`src/rtl/alu_pkg.sv`:
```
// Shared definitions for the nibble-serial ALU: op encodings, FSM states, helpers.
package alu_pkg;

   localparam int NIB_W = 4;

   localparam logic [2:0] OP_ADD = 3'b000;
   localparam logic [2:0] OP_ADC = 3'b001;
   localparam logic [2:0] OP_SUB = 3'b010;
   localparam logic [2:0] OP_SBC = 3'b011;
   localparam logic [2:0] OP_AND = 3'b100;
   localparam logic [2:0] OP_XOR = 3'b101;
   localparam logic [2:0] OP_OR  = 3'b110;
   localparam logic [2:0] OP_CP  = 3'b111;

   typedef enum logic [1:0] {
      ST_IDLE = 2'd0,
      ST_LOW  = 2'd1,
      ST_HIGH = 2'd2,
      ST_DONE = 2'd3
   } alu_state_e;

   // 1 when the byte holds an even number of ones
   function automatic logic parity_even(input logic [7:0] v);
      return ~(^v);
   endfunction

   // Subtract-type ops run B inverted through the adder and report borrows
   function automatic logic is_sub(input logic [2:0] op);
      return (op == OP_SUB) || (op == OP_SBC) || (op == OP_CP);
   endfunction

endpackage

```
`src/rtl/alu_nib_add.sv`:
```
// Single 4-bit adder shared by the low and high passes of the ALU core.
// c3 is the carry into the top bit, needed for the overflow flag on the high pass.
module alu_nib_add #(
   parameter int NIB_W = 4
) (
   input  logic [NIB_W-1:0] a,
   input  logic [NIB_W-1:0] b,
   input  logic             cin,
   output logic [NIB_W-1:0] sum,
   output logic             c3,
   output logic             cout
);

   logic [NIB_W:0]   full_sum;
   logic [NIB_W-1:0] part_sum;

   assign full_sum = {1'b0, a} + {1'b0, b} + {{NIB_W{1'b0}}, cin};
   assign part_sum = {1'b0, a[NIB_W-2:0]} + {1'b0, b[NIB_W-2:0]} + {{(NIB_W-1){1'b0}}, cin};

   assign sum  = full_sum[NIB_W-1:0];
   assign cout = full_sum[NIB_W];
   assign c3   = part_sum[NIB_W-1];

endmodule

```
`src/rtl/alu_nibble_core.sv`:
```
// Nibble-serial Z80 ALU core. One 8-bit op runs as a low and a high pass
// through a single 4-bit adder; result and flags are registered on entry to DONE.
//
// state   | meaning
// --------+-----------------------------------------------------------
// ST_IDLE | waiting for start; operands captured on acceptance
// ST_LOW  | low-nibble pass, stores low sum and half carry c4
// ST_HIGH | high-pass, result/flags registered at exit, done raised
// ST_DONE | done pulse cycle, busy drops on return to IDLE
module alu_nibble_core #(
   parameter int NIB_W    = 4,
   parameter bit HOLD_RES = 1'b1
) (
   input  logic                 clk,
   input  logic                 nreset,
   input  logic                 start,
   input  logic [2:0]           op543,
   input  logic                 shift_mode,
   input  logic [2*NIB_W-1:0]   acc,
   input  logic [NIB_W-1:0]     db_in_low,
   input  logic [NIB_W-1:0]     db_in_high,
   input  logic                 cf_shift,
   input  logic                 cf_in,
   output logic                 busy,
   output logic                 done,
   output logic [2*NIB_W-1:0]   result,
   output logic                 sf,
   output logic                 zf,
   output logic                 hf,
   output logic                 pvf,
   output logic                 nf,
   output logic                 cf
);

   import alu_pkg::*;

   localparam int BW = 2 * NIB_W;

   alu_state_e       state_q;
   logic [BW-1:0]    a_q;
   logic [BW-1:0]    b_q;
   logic [2:0]       op_q;
   logic             shift_q;
   logic             cf_shift_q;
   logic             cf_in_q;
   logic [NIB_W-1:0] lo_sum_q;
   logic             c4_q;
   logic             busy_q;
   logic             done_q;
   logic [BW-1:0]    result_q;
   logic             sf_q, zf_q, hf_q, pvf_q, nf_q, cf_q;

   logic             sub_op;
   logic             k0;
   logic [BW-1:0]    b_eff;
   logic [NIB_W-1:0] add_a, add_b, add_sum;
   logic             add_cin, add_c3, add_cout;
   logic [BW-1:0]    logic_res;

   logic [BW-1:0]    res_d;
   logic             wr_res_d;
   logic             sf_d, zf_d, hf_d, pvf_d, nf_d, cf_d;

   // Adder operand and carry-in selection: low nibble in LOW, high nibble chained on c4 in HIGH
   always_comb begin
      sub_op = is_sub(op_q);
      b_eff  = sub_op ? ~b_q : b_q;
      case (op_q)
         OP_ADC:        k0 = cf_in_q;
         OP_SUB, OP_CP: k0 = 1'b1;
         OP_SBC:        k0 = ~cf_in_q;
         default:       k0 = 1'b0;
      endcase
      if (state_q == ST_HIGH) begin
         add_a   = a_q[BW-1:NIB_W];
         add_b   = b_eff[BW-1:NIB_W];
         add_cin = c4_q;
      end else begin
         add_a   = a_q[NIB_W-1:0];
         add_b   = b_eff[NIB_W-1:0];
         add_cin = k0;
      end
   end

   alu_nib_add #(
      .NIB_W (NIB_W)
   ) u_nib_add (
      .a    (add_a),
      .b    (add_b),
      .cin  (add_cin),
      .sum  (add_sum),
      .c3   (add_c3),
      .cout (add_cout)
   );

   // Final result and flags, evaluated during the HIGH pass
   always_comb begin
      case (op_q)
         OP_AND:  logic_res = a_q & b_q;
         OP_XOR:  logic_res = a_q ^ b_q;
         OP_OR:   logic_res = a_q | b_q;
         default: logic_res = '0;
      endcase

      res_d    = {add_sum, lo_sum_q};
      hf_d     = c4_q ^ sub_op;
      cf_d     = add_cout ^ sub_op;
      pvf_d    = add_c3 ^ add_cout;
      nf_d     = sub_op;
      wr_res_d = (op_q != OP_CP);

      if (shift_q) begin
         res_d    = b_q;
         cf_d     = cf_shift_q;
         hf_d     = 1'b0;
         nf_d     = 1'b0;
         pvf_d    = parity_even(b_q);
         wr_res_d = 1'b1;
      end else if (op_q[2] && (op_q != OP_CP)) begin
         res_d    = logic_res;
         cf_d     = 1'b0;
         hf_d     = (op_q == OP_AND);
         nf_d     = 1'b0;
         pvf_d    = parity_even(logic_res);
      end

      sf_d = res_d[BW-1];
      zf_d = (res_d == '0);
   end

   // Sequencer FSM with registered handshake, result and flags
   always_ff @(posedge clk) begin
      if (!nreset) begin
         state_q    <= ST_IDLE;
         a_q        <= '0;
         b_q        <= '0;
         op_q       <= OP_ADD;
         shift_q    <= 1'b0;
         cf_shift_q <= 1'b0;
         cf_in_q    <= 1'b0;
         lo_sum_q   <= '0;
         c4_q       <= 1'b0;
         busy_q     <= 1'b0;
         done_q     <= 1'b0;
         result_q   <= '0;
         sf_q       <= 1'b0;
         zf_q       <= 1'b0;
         hf_q       <= 1'b0;
         pvf_q      <= 1'b0;
         nf_q       <= 1'b0;
         cf_q       <= 1'b0;
      end else begin
         done_q <= 1'b0;
         case (state_q)
            ST_IDLE: begin
               if (start) begin
                  a_q        <= acc;
                  b_q        <= {db_in_high, db_in_low};
                  op_q       <= op543;
                  shift_q    <= shift_mode;
                  cf_shift_q <= cf_shift;
                  cf_in_q    <= cf_in;
                  busy_q     <= 1'b1;
                  state_q    <= ST_LOW;
                  if (!HOLD_RES) begin
                     result_q <= '0;
                     sf_q     <= 1'b0;
                     zf_q     <= 1'b0;
                     hf_q     <= 1'b0;
                     pvf_q    <= 1'b0;
                     nf_q     <= 1'b0;
                     cf_q     <= 1'b0;
                  end
               end
            end
            ST_LOW: begin
               lo_sum_q <= add_sum;
               c4_q     <= add_cout;
               state_q  <= ST_HIGH;
            end
            ST_HIGH: begin
               if (wr_res_d) begin
                  result_q <= res_d;
               end
               sf_q    <= sf_d;
               zf_q    <= zf_d;
               hf_q    <= hf_d;
               pvf_q   <= pvf_d;
               nf_q    <= nf_d;
               cf_q    <= cf_d;
               done_q  <= 1'b1;
               state_q <= ST_DONE;
            end
            ST_DONE: begin
               busy_q  <= 1'b0;
               state_q <= ST_IDLE;
            end
            default: begin
               busy_q  <= 1'b0;
               state_q <= ST_IDLE;
            end
         endcase
      end
   end

   assign busy   = busy_q;
   assign done   = done_q;
   assign result = result_q;
   assign sf     = sf_q;
   assign zf     = zf_q;
   assign hf     = hf_q;
   assign pvf    = pvf_q;
   assign nf     = nf_q;
   assign cf     = cf_q;

endmodule

```
`config.mk`:
```
export PLATFORM = sky130hd
export DESIGN_NAME = alu_nibble_core
export DESIGN_NICKNAME = d
export VERILOG_FILES = /design/src/rtl/alu_pkg.sv /design/src/rtl/alu_nib_add.sv /design/src/rtl/alu_nibble_core.sv
export SDC_FILE = /design/constraint.sdc
export NUM_CORES = 1
export LEC_CHECK = 0
export CORE_MARGIN = 2
export CORE_UTILIZATION = 56
export CTS_BUF_LIST = sky130_fd_sc_hd__clkbuf_8
export CTS_CLUSTER_SIZE = 14
export DETAILED_ROUTE_END_ITERATION = 16
export PLACE_DENSITY_LB_ADDON = 0.12
export SLEW_MARGIN = 20
export SYNTH_ARGS = -nofsm -noshare
export SYNTH_HDL_FRONTEND = slang
export SYNTH_SLANG_ARGS = --single-unit
```
`constraint.sdc`:
```
create_clock -name clk -period 4 [get_ports clk]
set_input_delay 0.8 -clock clk [delete_from_list [all_inputs] [get_ports clk]]
set_output_delay 0.8 -clock clk [all_outputs]
set_load 0.01 [all_outputs]
```
==> impl_metrics.ini, run 1 <==
[clocking]
clk_pin_slew_ps = 80
cts_resized = 0
cts_root_buffer = clkbuf_8
cts_tree = built
holdBufCountCts = 0
cts_max_level = 2
insertion_delay_ps = 300
cts_buffer_depth = 2
post_cts_buffers = 0
cts_made_buffers = 5
clock_sinks = 45

[setup_path]
worst-path-max-fanout = 14
start_kind = flop
crit_required_ps = 4240
path_cells = inv_1 > ha_1 > mux2i_1 > xor2_1 > fa_1 > fa_1 > xnor2_1 > a21oi_1 > o31ai_1 > nand4_1 > or4_1 > a21oi_1
cpMaxStageDelayCell = or4_1
worstSetupPathType = reg2reg
crit_buf_inv = 1
cp.arrival_ps = 3920
cp-end-kind = flop
critPathTopFamily = adder cells
worst_path_largest_cell_delay_ps = 520

[power_and_ir_drop]
p_sw_frac = 0.4209
power_frac_clock = 0.138
peakVddDrop_v = 0.0004136
seqPwrFrac = 0.347
intPower_mw = 1.133
pwr-share-comb = 0.515
total_switching_power_uw = 823.7
p_leak_nw = 1.306
p_per_area_nw_per_um2 = 585.1

[detailed_routing]
vias_per_cell = 5.325
routed-via-count = 2455
drt_pass1_iterations = 4
drt-initial-drc-count = 118
routed_wl_microns = 6547
drc = 0
wl_per_cell_microns = 14.20
drtAntennaViolNets = 0

[logic_synthesis]
seq_area_frac_synth = 0.3203
synth_top_cell_by_area = dfxtp_1
synth.distinct_cells = 44
netlist.area_leader.share = 0.3203
synthFlopType = dfxtp_1
ys_warn_count = 0
syn_area_sq_um = 2813
synth_area_per_cell_sq_um = 7.857
syn_nets = 409
ys_seq_elements = 45
synthTopCellsByArea = dfxtp_1 32%, ha_1 11%, nand2_1 10%, a21oi_1 7.7%, mux2i_1 5.0%
async_flop_share = 0
synth_edf_count = 0
synth_cells = 358

[floorplanning]
start_util = 0.5877
ioPinCount = 41
fp.coreArea_sq_um = 4786
die_area_sq_um = 5606
fp.dieW_microns = 74.87
die_h_microns = 74.87
rows = 25

[sta]
setup_viol = 0
relSlewSlack = 0.4752
fin_crit_ps = 3688
drv_slew = 0
worstMarginPinSlew_ps = 786.1
hold_viol = 0
fmax_mhz = 271.1
finalSetupTns_ps = 0
rsz0062_at_grt = no
fin_crit_sh = 0.9221
skew_ps = 1.602

[worst_hold_path]
hold_class = reg2reg

[cells_and_area]
antenna_cells = 0
final_nets = 444
final_cell_mix = 75 x nand2_1, 45 x dfxtp_1, 43 x a21oi_1, 40 x clkdlybuf4s50_1
finish.instance_area_sq_um = 3344
layout_commonest_cell = nand2_1
area_growth_pct = 18.91
drive_above_1_share = 0.05838

[grt]
gr-usage-met3 = 0.04552
busiest_layer = met2
grtUsageMet1 = 0.3253
grt.overflow.total = 0
grt_use_met2 = 0.4337
grt_pass1_vias = 2294
grtUsageTotal = 0.2540
grt_max_degree = 27
grt_pass1_wl_microns = 10740
antenna_found_initial = 0

[placed_design]
gp_congestion = 0.9535
dpl_cell_area_sq_um = 3261
dpl.hpwl_microns = 4971
port_buffers = 40

[status]
status = finished clean

[job]
max-cap-violations = 0
[cell usage after synthesis, types with 3 or more instances]
library cell,instances
o21ai_1,11
nor2b_1,6
a22oi_1,3
nand4_1,3
ha_1,24
xor2_1,8
nand2b_1,3
nor2_1,24
clkbuf_1,14
a21oi_1,43
o21ai_0,10
nand2_1,75
mux2i_1,14
dfxtp_1,45
xnor2_1,12
inv_1,20
a211oi_1,7
[power by group through the flow]
stage	Clock, mW	Combinational [mW]	Sequential, mW
after floorplan	0	0.761	0.648
after detailed placement	0	1.00	0.687
after global placement	0	0.981	0.683
after CTS	0.281	1.01	0.677
after global routing	0.297	1.13	0.694
final	0.270	1.01	0.679
[path summary, 6_finish.rpt]
path,start,end,slack (ps),depth (start not counted)
min reg2reg,cf_shift_q$_SDFFE_PN0P_,cf_shift_q$_SDFFE_PN0P_,460,2
max,state_q[0]$_SDFFE_PN0P_,zf$_SDFFE_PN0P_,310,12
min,cf_shift_q$_SDFFE_PN0P_,cf_shift_q$_SDFFE_PN0P_,460,2
max reg2reg,state_q[0]$_SDFFE_PN0P_,zf$_SDFFE_PN0P_,310,12
[kinds of logic (layout without fill, tap and decap cells)]
group,count (synthesis),after routing,synth area share
flops,45,45,0.3203
simple gates,123,123,0.1908
xor+xnor,21,21,0.07028
compound gates,87,87,0.1833
buf+inv,42,78,0.06450
fa+ha+maj,26,26,0.1210
mux,14,14,0.04982
[worst reg2reg max path, stage by stage (launching register included)]
cell	delay, ps
dfxtp_1	350
inv_1	90
ha_1	490
mux2i_1	330
xor2_1	130
fa_1	440
fa_1	410
xnor2_1	220
a21oi_1	60
o31ai_1	290
nand4_1	150
or4_1	520
a21oi_1	150
[per-stage QoR]
step / hold slack, ps / power (mW) / setup WS (ps) / utilization / cells
3_5_place_dp: 447.7 / 1.691 / 333.8 / 0.6813 / 453
3_3_place_gp: 448.9 / 1.664 / 556.0 / 0.6813 / 453
5_1_grt: 504.7 / 2.123 / 32.02 / 0.6988 / 461
2_1_floorplan: 436.6 / 1.408 / 487.4 / - / 358
4_1_cts: 460.2 / 1.970 / 323.1 / 0.6988 / 461
6_report: 458.3 / 1.957 / 311.6 / 0.6988 / 461
[state kept, by name, summed over array words and instances (netlist names)]
name / count
a_q: 8
b_q: 8
busy: 1
c4_q: 1
cf: 1
cf_in_q: 1
cf_shift_q: 1
done: 1
hf: 1
lo_sum_q: 4
nf: 1
op_q: 3
pvf: 1
result: 8
sf: 1
shift_q: 1
state_q: 2
zf: 1
[layer usage]
metal	wire (microns)	share of wire
met5	0	0
met4	123	0.019
met3	288	0.044
met1	2860	0.44
met2	3274	0.50
[area by class of cell]
cell class	count	area, sq um
flip-flops and latches	45	900.9
inverters	22	85.08
clock buffers	5	68.82
repair buffers	48	460.4
well taps	67	83.83
clock inverters	3	15.01
multi-input cells	271	1730
fillers	411	1441
(Power assumes the default switching activity.)
==> run 2, diff against run 1 <==
--- a/config.mk
+++ b/config.mk
@@ -6,11 +6,11 @@
 export NUM_CORES = 1
 export LEC_CHECK = 0
 export CORE_MARGIN = 2
-export CORE_UTILIZATION = 56
-export CTS_BUF_LIST = sky130_fd_sc_hd__clkbuf_8
+export CORE_UTILIZATION = 50
 export CTS_CLUSTER_SIZE = 14
 export DETAILED_ROUTE_END_ITERATION = 16
 export PLACE_DENSITY_LB_ADDON = 0.12
+export RECOVER_POWER = 25
 export SLEW_MARGIN = 20
 export SYNTH_ARGS = -nofsm -noshare
 export SYNTH_HDL_FRONTEND = slang
==> impl_metrics.ini, run 2 (synthesis results as in run 1) <==
[status]
status = finished clean

[sta]
worstMarginPinSlew_ps = 799.1
fmax_mhz = 292.4
fin_crit_ps = 3420
fin_crit_sh = 0.8550
setup_viol = 0
relSlewSlack = 0.4665
hold_viol = 0
finalSetupTns_ps = 0
rsz0062_at_grt = no
drv_slew = 0
skew_ps = 9.303

[floorplanning]
die_h_microns = 79
rows = 27
fp.dieW_microns = 79
start_util = 0.5139
fp.coreArea_sq_um = 5473
die_area_sq_um = 6241
ioPinCount = 41

[placed_design]
gp_congestion = 0.8923
dp.cells = 458
port_buffers = 40
dpl.hpwl_microns = 5089

[detailed_routing]
drc = 0
drt_pass1_iterations = 4
wl_per_cell_microns = 14.30
drtAntennaViolNets = 0
routed_wl_microns = 6664
routed-via-count = 2463
drt-initial-drc-count = 136
vias_per_cell = 5.285

[power_and_ir_drop]
p_leak_nw = 1.331
pwr-share-comb = 0.515
intPower_mw = 1.132
finalPower_mw = 1.963
seqPwrFrac = 0.342
p_sw_frac = 0.4231
peakVddDrop_v = 0.0003221
power_frac_clock = 0.143
p_per_area_nw_per_um2 = 585.1
total_switching_power_uw = 830.5

[clocking]
cts_max_level = 2
cts_resized = 0
cts_made_buffers = 5
clock_sinks = 45
post_cts_buffers = 0
insertion_delay_ps = 300
cts_root_buffer = clkbuf_8
cts_buffer_depth = 2
holdBufCountCts = 0
clk_pin_slew_ps = 80
cts_tree = built

[worst_hold_path]
hold_class = reg2reg
worstHoldStart = cf_shift_q$_SDFFE_PN0P_

[cells_and_area]
area_growth_pct = 19.26
antenna_cells = 0
fin_cells = 466
utilization = 0.6129
drive_above_1_share = 0.06091
layout_commonest_cell = nand2_1
final_cell_mix = 75 x nand2_1, 45 x dfxtp_1, 43 x a21oi_1, 29 x clkdlybuf4s50_1
final_nets = 444

[setup_path]
cp-endpoint = zf$_SDFFE_PN0P_
r2r_cells = 12
timing.rr.end = zf$_SDFFE_PN0P_
ff2ff_setup_slack_ps = 580
crit_start = state_q[0]$_SDFFE_PN0P_
start_kind = flop
worst-path-max-fanout = 20
cp.arrival_ps = 3650
crit_required_ps = 4230
r2r-start = state_q[0]$_SDFFE_PN0P_
worstSetupPathType = reg2reg
cp-end-kind = flop

[grt]
grtUsageTotal = 0.2265
grt_pass1_wl_microns = 11030
grt_max_degree = 31
antenna_found_initial = 0
grt.overflow.total = 0
grt_pass1_vias = 2266

[job]
max-cap-violations = 0
## run 2: cell types whose count changed in the layout (fill, tap and decap cells not counted), sizes merged
cell	delta
clkinvlp	+1
inv	-2
clkbuf	+1
clkdlybuf4s50	-11
dlygate4sd3	+11
## run 2: worst min path at each step
stage	to	slack [ps]	cells after the start
global route	cf_shift_q$_SDFFE_PN0P_	510	2
floorplan	cf_shift_q$_SDFFE_PN0P_	440	2
finish	cf_shift_q$_SDFFE_PN0P_	460	2
CTS	cf_shift_q$_SDFFE_PN0P_	470	2
global placement	cf_shift_q$_SDFFE_PN0P_	450	2
detailed placement	cf_shift_q$_SDFFE_PN0P_	450	2
## run 2: routing by layer
metal | global-route usage | share of wire
met1 | 0.3073 | 0.47
met2 | 0.3712 | 0.47
met3 | 0.03523 | 0.049
met4 | 0.06897 | 0.0098
met5 | 0 | 0
## run 2: worst max-delay path: stages (launching register included)
cell	delay, ps
dfxtp_1	340
inv_1	90
ha_1	290
buf_4	300
mux2i_1	250
xor2_1	260
fa_1	470
nor2b_1	140
a22oi_1	250
o2111a_1	210
nand4_1	80
or4_1	510
a21oi_1	140
## run 2: power groups by stage
| stage | combinational, mW | clock [mW] | sequential (mW) |
|---|---|---|---|
| 6_report | 1.01 | 0.281 | 0.671 |
| 2_1_floorplan | 0.761 | 0 | 0.648 |
| 3_3_place_gp | 1.00 | 0 | 0.678 |
| 3_5_place_dp | 1.02 | 0 | 0.682 |
| 5_1_grt | 1.13 | 0.313 | 0.689 |
| 4_1_cts | 1.02 | 0.291 | 0.671 |
## run 2: through the flow
step	cell area, sq um	hold WS [ps]	setup WS, ps
global placement	3267	449.7	724.8
finish	3354	459.4	580.1
global route	3354	510.0	370.2
detailed placement	3267	451.7	608.7
floorplan	2813	436.6	487.4
CTS	3354	465.1	585.3
## run 2: area by class of cell
class | instances | area, sq um
clock buffer | 6 | 72.57
clock inverter | 2 | 15.01
fill | 520 | 2118
inverter | 22 | 85.08
multi-input combinational | 271 | 1730
sequential | 45 | 900.9
tap | 72 | 90.09
timing repair buffer | 48 | 460.4
